<file path="src/rtl/mvu_pkg.sv">
// mvu_pkg: shared state type and width helper for the MVAU input sequencer
package mvu_pkg;
  typedef enum logic {FILL, REUSE} ctrl_state_t;
  function automatic int clog2_min1(input int n);
    return n > 1 ? $clog2(n) : 1;
  endfunction
endpackage

</file>
<file path="src/rtl/mvu_stream_ctrl_if.sv">
// mvu_stream_ctrl_if: activation input stream, PE-side beat stream and weight memory address
interface mvu_stream_ctrl_if #(
  parameter int DW = 2,
  parameter int ABW = 2
);
  logic in_v;
  logic [DW-1:0] in_data;
  logic in_rdy;
  logic [ABW-1:0] wmem_addr;
  logic act_v;
  logic [DW-1:0] act_data;
  logic act_first;
  logic act_last;
  logic act_rdy;
  modport slave (
    input in_v, in_data, act_rdy,
    output in_rdy, wmem_addr, act_v, act_data, act_first, act_last
  );
  modport master (
    output in_v, in_data, act_rdy,
    input in_rdy, wmem_addr, act_v, act_data, act_first, act_last
  );
endinterface

</file>
<file path="src/rtl/mvu_act_buffer.sv">
// mvu_act_buffer: one-vector activation store, sync write, registered read with enable
module mvu_act_buffer #(
  parameter int DEPTH = 2,
  parameter int DW = 2,
  parameter int AW = 1
) (
  input  logic          clock,
  input  logic          wr_en,
  input  logic [AW-1:0] wr_addr,
  input  logic [DW-1:0] wr_data,
  input  logic          rd_en,
  input  logic [AW-1:0] rd_addr,
  output logic [DW-1:0] rd_data
);
  logic [DW-1:0] mem [DEPTH];
  always_ff @(posedge clock) begin
    if (wr_en) mem[wr_addr] <= wr_data;
    if (rd_en) rd_data <= mem[rd_addr];
  end
endmodule

</file>
<file path="src/rtl/mvu_stream_ctrl.sv">
// mvu_stream_ctrl: captures one activation vector, replays it for every neuron fold in step with weight memory
module mvu_stream_ctrl
  import mvu_pkg::*;
#(
  parameter int MW = 4,
  parameter int MH = 4,
  parameter int SIMD = 2,
  parameter int PE = 2,
  parameter int TI = 1
) (
  input logic clock,
  input logic resetn,
  mvu_stream_ctrl_if.slave s
);
  localparam int SF = MW / SIMD;
  localparam int NF = MH / PE;
  localparam int DEPTH = SF * NF;
  localparam int ABW = clog2_min1(DEPTH);
  localparam int SFW = clog2_min1(SF);
  localparam int NFW = clog2_min1(NF);
  localparam int DW = SIMD * TI;

  if (MW % SIMD != 0) begin : g_mw_chk
    $error("MW must be a multiple of SIMD");
  end
  if (MH % PE != 0) begin : g_mh_chk
    $error("MH must be a multiple of PE");
  end

  ctrl_state_t state, state_nxt;
  logic [SFW-1:0] sf;
  logic [NFW-1:0] nf;
  logic [ABW-1:0] addr, held_addr;
  logic act_v, act_first, act_last, use_buf;
  logic [DW-1:0] fill_data, buf_data;
  logic adv, fire, last_sf, last_nf;

  assign adv = s.act_rdy | ~act_v;
  assign fire = adv & (state == FILL ? s.in_v : 1'b1);
  assign last_sf = sf == SFW'(SF - 1);
  assign last_nf = nf == NFW'(NF - 1);

  // in FILL nf is 0, so last_nf is only true there when there is a single fold
  always_comb state_nxt = fire & last_sf ? (last_nf ? FILL : REUSE) : state;

  always_ff @(posedge clock or negedge resetn) begin
    if (!resetn) begin
      state <= FILL;
      sf <= '0;
      nf <= '0;
      addr <= '0;
      held_addr <= '0;
      act_v <= 1'b0;
      act_first <= 1'b0;
      act_last <= 1'b0;
      use_buf <= 1'b0;
      fill_data <= '0;
    end else begin
      state <= state_nxt;
      if (adv) act_v <= fire;
      if (fire) begin
        sf <= last_sf ? '0 : sf + 1'b1;
        if (last_sf) nf <= last_nf ? '0 : nf + 1'b1;
        addr <= addr == ABW'(DEPTH - 1) ? '0 : addr + 1'b1;
        held_addr <= addr;
        act_first <= sf == '0;
        act_last <= last_sf;
        use_buf <= state == REUSE;
        if (state == FILL) fill_data <= s.in_data;
      end
    end
  end

  mvu_act_buffer #(.DEPTH(SF), .DW(DW), .AW(SFW)) u_buf (
    .clock   (clock),
    .wr_en   (fire & (state == FILL)),
    .wr_addr (sf),
    .wr_data (s.in_data),
    .rd_en   (fire & (state == REUSE)),
    .rd_addr (sf),
    .rd_data (buf_data)
  );

  // holding the stalled beat's address keeps the registered weight read stable
  assign s.wmem_addr = adv ? addr : held_addr;
  assign s.in_rdy = resetn & (state == FILL) & adv;
  assign s.act_v = act_v;
  assign s.act_first = act_first;
  assign s.act_last = act_last;
  assign s.act_data = use_buf ? buf_data : fill_data;
endmodule

</file>
<file path="src/flat_wrapper.sv">
// flat-port wrapper written by rule: the top's interface ports become plain ports
module mvu_stream_ctrl_flat import mvu_pkg::*;
#(
  parameter int MW = 4,
  parameter int MH = 4,
  parameter int SIMD = 2,
  parameter int PE = 2,
  parameter int TI = 1
)
  (clock, resetn, s_in_v, s_in_data, s_act_rdy, s_in_rdy, s_wmem_addr, s_act_v, s_act_data, s_act_first, s_act_last);
  mvu_stream_ctrl_if #(.DW(2), .ABW(2)) s_i ();
  input logic clock;
  input logic resetn;
  input wire logic [$bits(s_i.in_v)-1:0] s_in_v;
  input wire logic [$bits(s_i.in_data)-1:0] s_in_data;
  input wire logic [$bits(s_i.act_rdy)-1:0] s_act_rdy;
  output wire logic [$bits(s_i.in_rdy)-1:0] s_in_rdy;
  output wire logic [$bits(s_i.wmem_addr)-1:0] s_wmem_addr;
  output wire logic [$bits(s_i.act_v)-1:0] s_act_v;
  output wire logic [$bits(s_i.act_data)-1:0] s_act_data;
  output wire logic [$bits(s_i.act_first)-1:0] s_act_first;
  output wire logic [$bits(s_i.act_last)-1:0] s_act_last;
  assign s_i.in_v = s_in_v;
  assign s_i.in_data = s_in_data;
  assign s_i.act_rdy = s_act_rdy;
  assign s_in_rdy = s_i.in_rdy;
  assign s_wmem_addr = s_i.wmem_addr;
  assign s_act_v = s_i.act_v;
  assign s_act_data = s_i.act_data;
  assign s_act_first = s_i.act_first;
  assign s_act_last = s_i.act_last;
  mvu_stream_ctrl #(.MW(MW), .MH(MH), .SIMD(SIMD), .PE(PE), .TI(TI)) u_core (.clock(clock), .resetn(resetn), .s(s_i));
endmodule
</file>
<file path="config.mk">
export PLATFORM = sky130hd
export DESIGN_NAME = mvu_stream_ctrl_flat
export DESIGN_NICKNAME = d
export VERILOG_FILES = /design/src/rtl/mvu_pkg.sv /design/src/rtl/mvu_stream_ctrl_if.sv /design/src/rtl/mvu_act_buffer.sv /design/src/rtl/mvu_stream_ctrl.sv /design/src/flat_wrapper.sv
export SDC_FILE = /design/constraint.sdc
export NUM_CORES = 1
export LEC_CHECK = 0
export ABC_AREA = 1
export BUFFER_PORTS_ARGS = -buffer_cell sky130_fd_sc_hd__buf_2
export CORE_ASPECT_RATIO = 0.7
export CORE_MARGIN = 2
export CORE_UTILIZATION = 38
export CTS_CLUSTER_SIZE = 20
export DETAILED_ROUTE_END_ITERATION = 10
export PLACE_DENSITY = 0.67
export SYNTH_ARGS = -nofsm -noshare
export SYNTH_HDL_FRONTEND = slang
export SYNTH_SLANG_ARGS = --single-unit
</file>
<file path="constraint.sdc">
create_clock -name clock -period 2.1 [get_ports clock]
set_input_delay 0 -clock clock [delete_from_list [all_inputs] [get_ports clock]]
set_output_delay 0 -clock clock [all_outputs]
set_load 0.01 [all_outputs]
</file>
==> results.py <==
metrics = {
    "place": {
        "gp_congestion": 0.768,
        "io_buffers": 13,
        "dp_hpwl_um": 976,
    },
    "floorplan": {
        "die_h_um": 41.1,
        "die_area_sq_um": 2340,
        "core_sq_um": 1850,
        "initial_core_util": 0.403,
        "ios": 14,
        "row_count": 13,
        "fp.dieW_um": 57.0,
    },
    "logic_synthesis": {
        "synth.most_common_cell": "nand2_1",
        "synth-simple-area-share": 0.228,
        "synth_fa_ha_area_frac": 0.0168,
        "syn-instance-count": 74,
        "synthMuxAreaShare": 0.0302,
        "synthArstFlopShare": 0.647,
        "synth_area_leaders": "dfrtp_1 (37%), edfxtp_1 (24%), nand2_1 (13%)",
        "synth-compound-area-share": 0.0603,
        "synth_xor_area_frac": 0,
        "syn_area_sq_um": 747,
        "syn-num-nets": 81,
        "synth_top_cell_area_share": 0.369,
        "yosysTopAreaCell": "dfrtp_1",
        "ys_seq_area_frac": 0.610,
        "synth_common_cells": "nand2_1 (25), dfrtp_1 (11), edfxtp_1 (6), inv_1 (6), o21ai_2 (4)",
        "synth_top_family_by_area": "simple AND/OR/NAND/NOR gates",
        "synth_seq_cells": 17,
        "syn_avg_cell_area_sq_um": 10.1,
        "ys.flop_type": "dfrtp_1",
        "synth_cell_type_count": 16,
        "synth_enable_flop_cells": 6,
        "yosysWarnings": 0,
    },
    "drt": {
        "vias_per_cell": 4.57,
        "dr_total_vias": 525,
        "totalWireLength_mm": 1.32,
        "route.detailed.drc": 0,
        "first_pass_iters": 4,
        "wire_per_inst_um": 11.5,
        "antenna_left": 0,
        "drtIter0Drc": 9,
    },
    "pwr": {
        "p_sw_frac": 0.376,
        "p_total_uw": 1190,
        "pwr-share-comb": 0.387,
        "internal-power_uw": 745,
        "ir_drop_v": 0.000599,
        "power_switching_uw": 449,
        "powerDensity_nw_per_um2": 1350,
        "power_leakage_uw": 0.000445,
        "clockPowerShare": 0.141,
        "pwr-share-seq": 0.473,
    },
    "cts": {
        "htree_num_levels": 1,
        "cts_tree": "yes",
        "cts_resized": 0,
        "clk_pin_slew_ns": 0.09,
        "cts_setup_buffers": 0,
        "cts.sinks": 17,
        "cts_buffers": 3,
        "cts-root-buf": "clkbuf_4",
        "hold_buffers": 3,
        "cts_buffer_depth": 2,
        "clock_latency_ns": 0.28,
    },
    "global_route": {
        "grt_first_pass_wirelength_mm": 2.24,
        "grt_overflow": 0,
        "grt_max_degree": 13,
        "antenna_found_initial": 0,
        "grtUsageTotal": 0.139,
        "grt_pass1_vias": 475,
    },
    "critical_path": {
        "crit_arrival_ns": 1.26,
        "cp_max_fo": 9,
        "worst_setup_path_start_kind": "flop",
        "max_stage_delay_ns": 0.39,
        "slowest_stage": "dfrtp_1",
        "worst-path-buf-inv": 2,
        "crit_path_end_kind": "output pin",
        "worst-endpoint-required_ns": 2.10,
        "cp_top_family": "flip-flops",
        "critPathKind": "reg -> out",
        "crit_chain": "nand2_2 -> inv_1 -> o21ai_0 -> buf_2",
    },
    "finish": {
        "fillers": 186,
        "layout.nets": 101,
        "syn2layout_area_growth_pct": 18.4,
        "drive_above_1_share": 0.301,
        "fin_util": 0.477,
        "antenna_cells": 0,
    },
    "sta": {
        "final-hold-violation-count": 0,
        "clock_skew_ns": 0.00112,
        "relSlewSlack": 0.825,
        "rsz0062_at_grt": "false",
        "tightest_slew_ns": 0.262,
        "setup_viol": 0,
        "period_share": 0.601,
        "period_needed_ns": 1.26,
        "setup-tns-final_ns": 0,
        "slew_violations": 0,
        "clock.fmax_mhz": 793,
    },
    "job": {
        "maxCapViolCount": 0,
    },
    "status": {
        "status": "finished clean",
    },
    "min_path": {
        "hp-class": "in -> reg",
    },
}
worst reg2reg max path, stage by stage (launching register included):
cell	delay [ns]
dfrtp_1	0.39
nand2_2	0.17
nand3_1	0.16
nor2_1	0.18
cells by family after synthesis:
group           after synthesis
compound gates                6
fa+ha+maj                     1
buf+inv                       9
flops                        17
mux                           2
simple gates                 39
sequential cells by signal, summed over array words and instances (netlist names):
signal	cells
u_core.u_buf.mem	4
u_core.s.act_first	1
u_core.s.act_last	1
u_core.last_nf	1
u_core.held_addr	2
u_core.u_buf.rd_data	2
u_core.use_buf	1
u_core.addr	2
u_core.fill_data	2
u_core.s.act_v	1
placed cells by master (no fill, tap or decap):
master and instances:
ha_1 1, inv_2 2, dlygate4sd3_1 3, dfrtp_1 11, clkbuf_1 1, o21ai_0 2
and2_1 1, inv_1 6, nor2_1 3, or2_2 1, nand4_1 3, nand2_1 25
o21ai_2 4, edfxtp_1 6, clkbuf_4 3, mux2_2 2, buf_2 13, nand3_1 3
nand2_2 3
area by class of cell:
cell class / instances / area, sq um / area share
well taps: 22 / 27.5 / 0.0311
flip-flops and latches: 17 / 455 / 0.515
inverters: 8 / 30.0 / 0.0339
repair buffers: 16 / 95.1 / 0.107
multi-input cells: 48 / 250 / 0.283
clock buffers: 4 / 26.3 / 0.0297
stage by stage:
step / std cells / setup slack (ns) / instance area [sq um] / hold WS [ns]
CTS: 115 / 0.818 / 885 / 0.0352
floorplan: 74 / 0.983 / 747 / -0.296
finish: 115 / 0.839 / 885 / 0.0452
global route: 115 / 0.686 / 885 / 0.0396
detailed placement: 108 / 0.925 / 828 / -0.106
global placement: 108 / 0.930 / 828 / -0.110
power by group through the flow:
| stage | clock (uW) | sequential [uW] | combinational [uW] |
|---|---|---|---|
| after detailed placement | 0 | 568 | 460 |
| after global routing | 197 | 580 | 528 |
| after CTS | 175 | 564 | 468 |
| final | 168 | 564 | 462 |
| after global placement | 0 | 565 | 456 |
| after floorplan | 0 | 561 | 329 |
path summary, 6_finish.rpt:
check	startpoint	endpoint	slack [ns]	depth (start not counted)
max	u_core.s.act_v$_DFFE_PN0P_	s_wmem_addr[1]	0.84	4
min	s_in_v	u_core.fill_data[0]$_DFFE_PN0P_	0.05	3
max reg2reg	u_core.s.act_v$_DFFE_PN0P_	u_core.u_buf.mem[0][1]$_DFFE_PP_	0.92	3
min reg2reg	u_core.fill_data[0]$_DFFE_PN0P_	u_core.fill_data[0]$_DFFE_PN0P_	0.48	2
max in group asynchronous	resetn	u_core.fill_data[1]$_DFFE_PN0P_	1.79	2
min in group asynchronous	resetn	u_core.held_addr[0]$_DFFE_PN0P_	0.11	2
layer usage:
layer	share of wire	GRT usage	vias to the layer above	wire, um
met3	0.066	0.0694	2	87
met1	0.53	0.179	230	698
met2	0.40	0.204	14	523
met4	0.0076	0.0523	0	10
li1	-	-	279	-
met5	0	0	-	0
(Power assumes the default switching activity.)
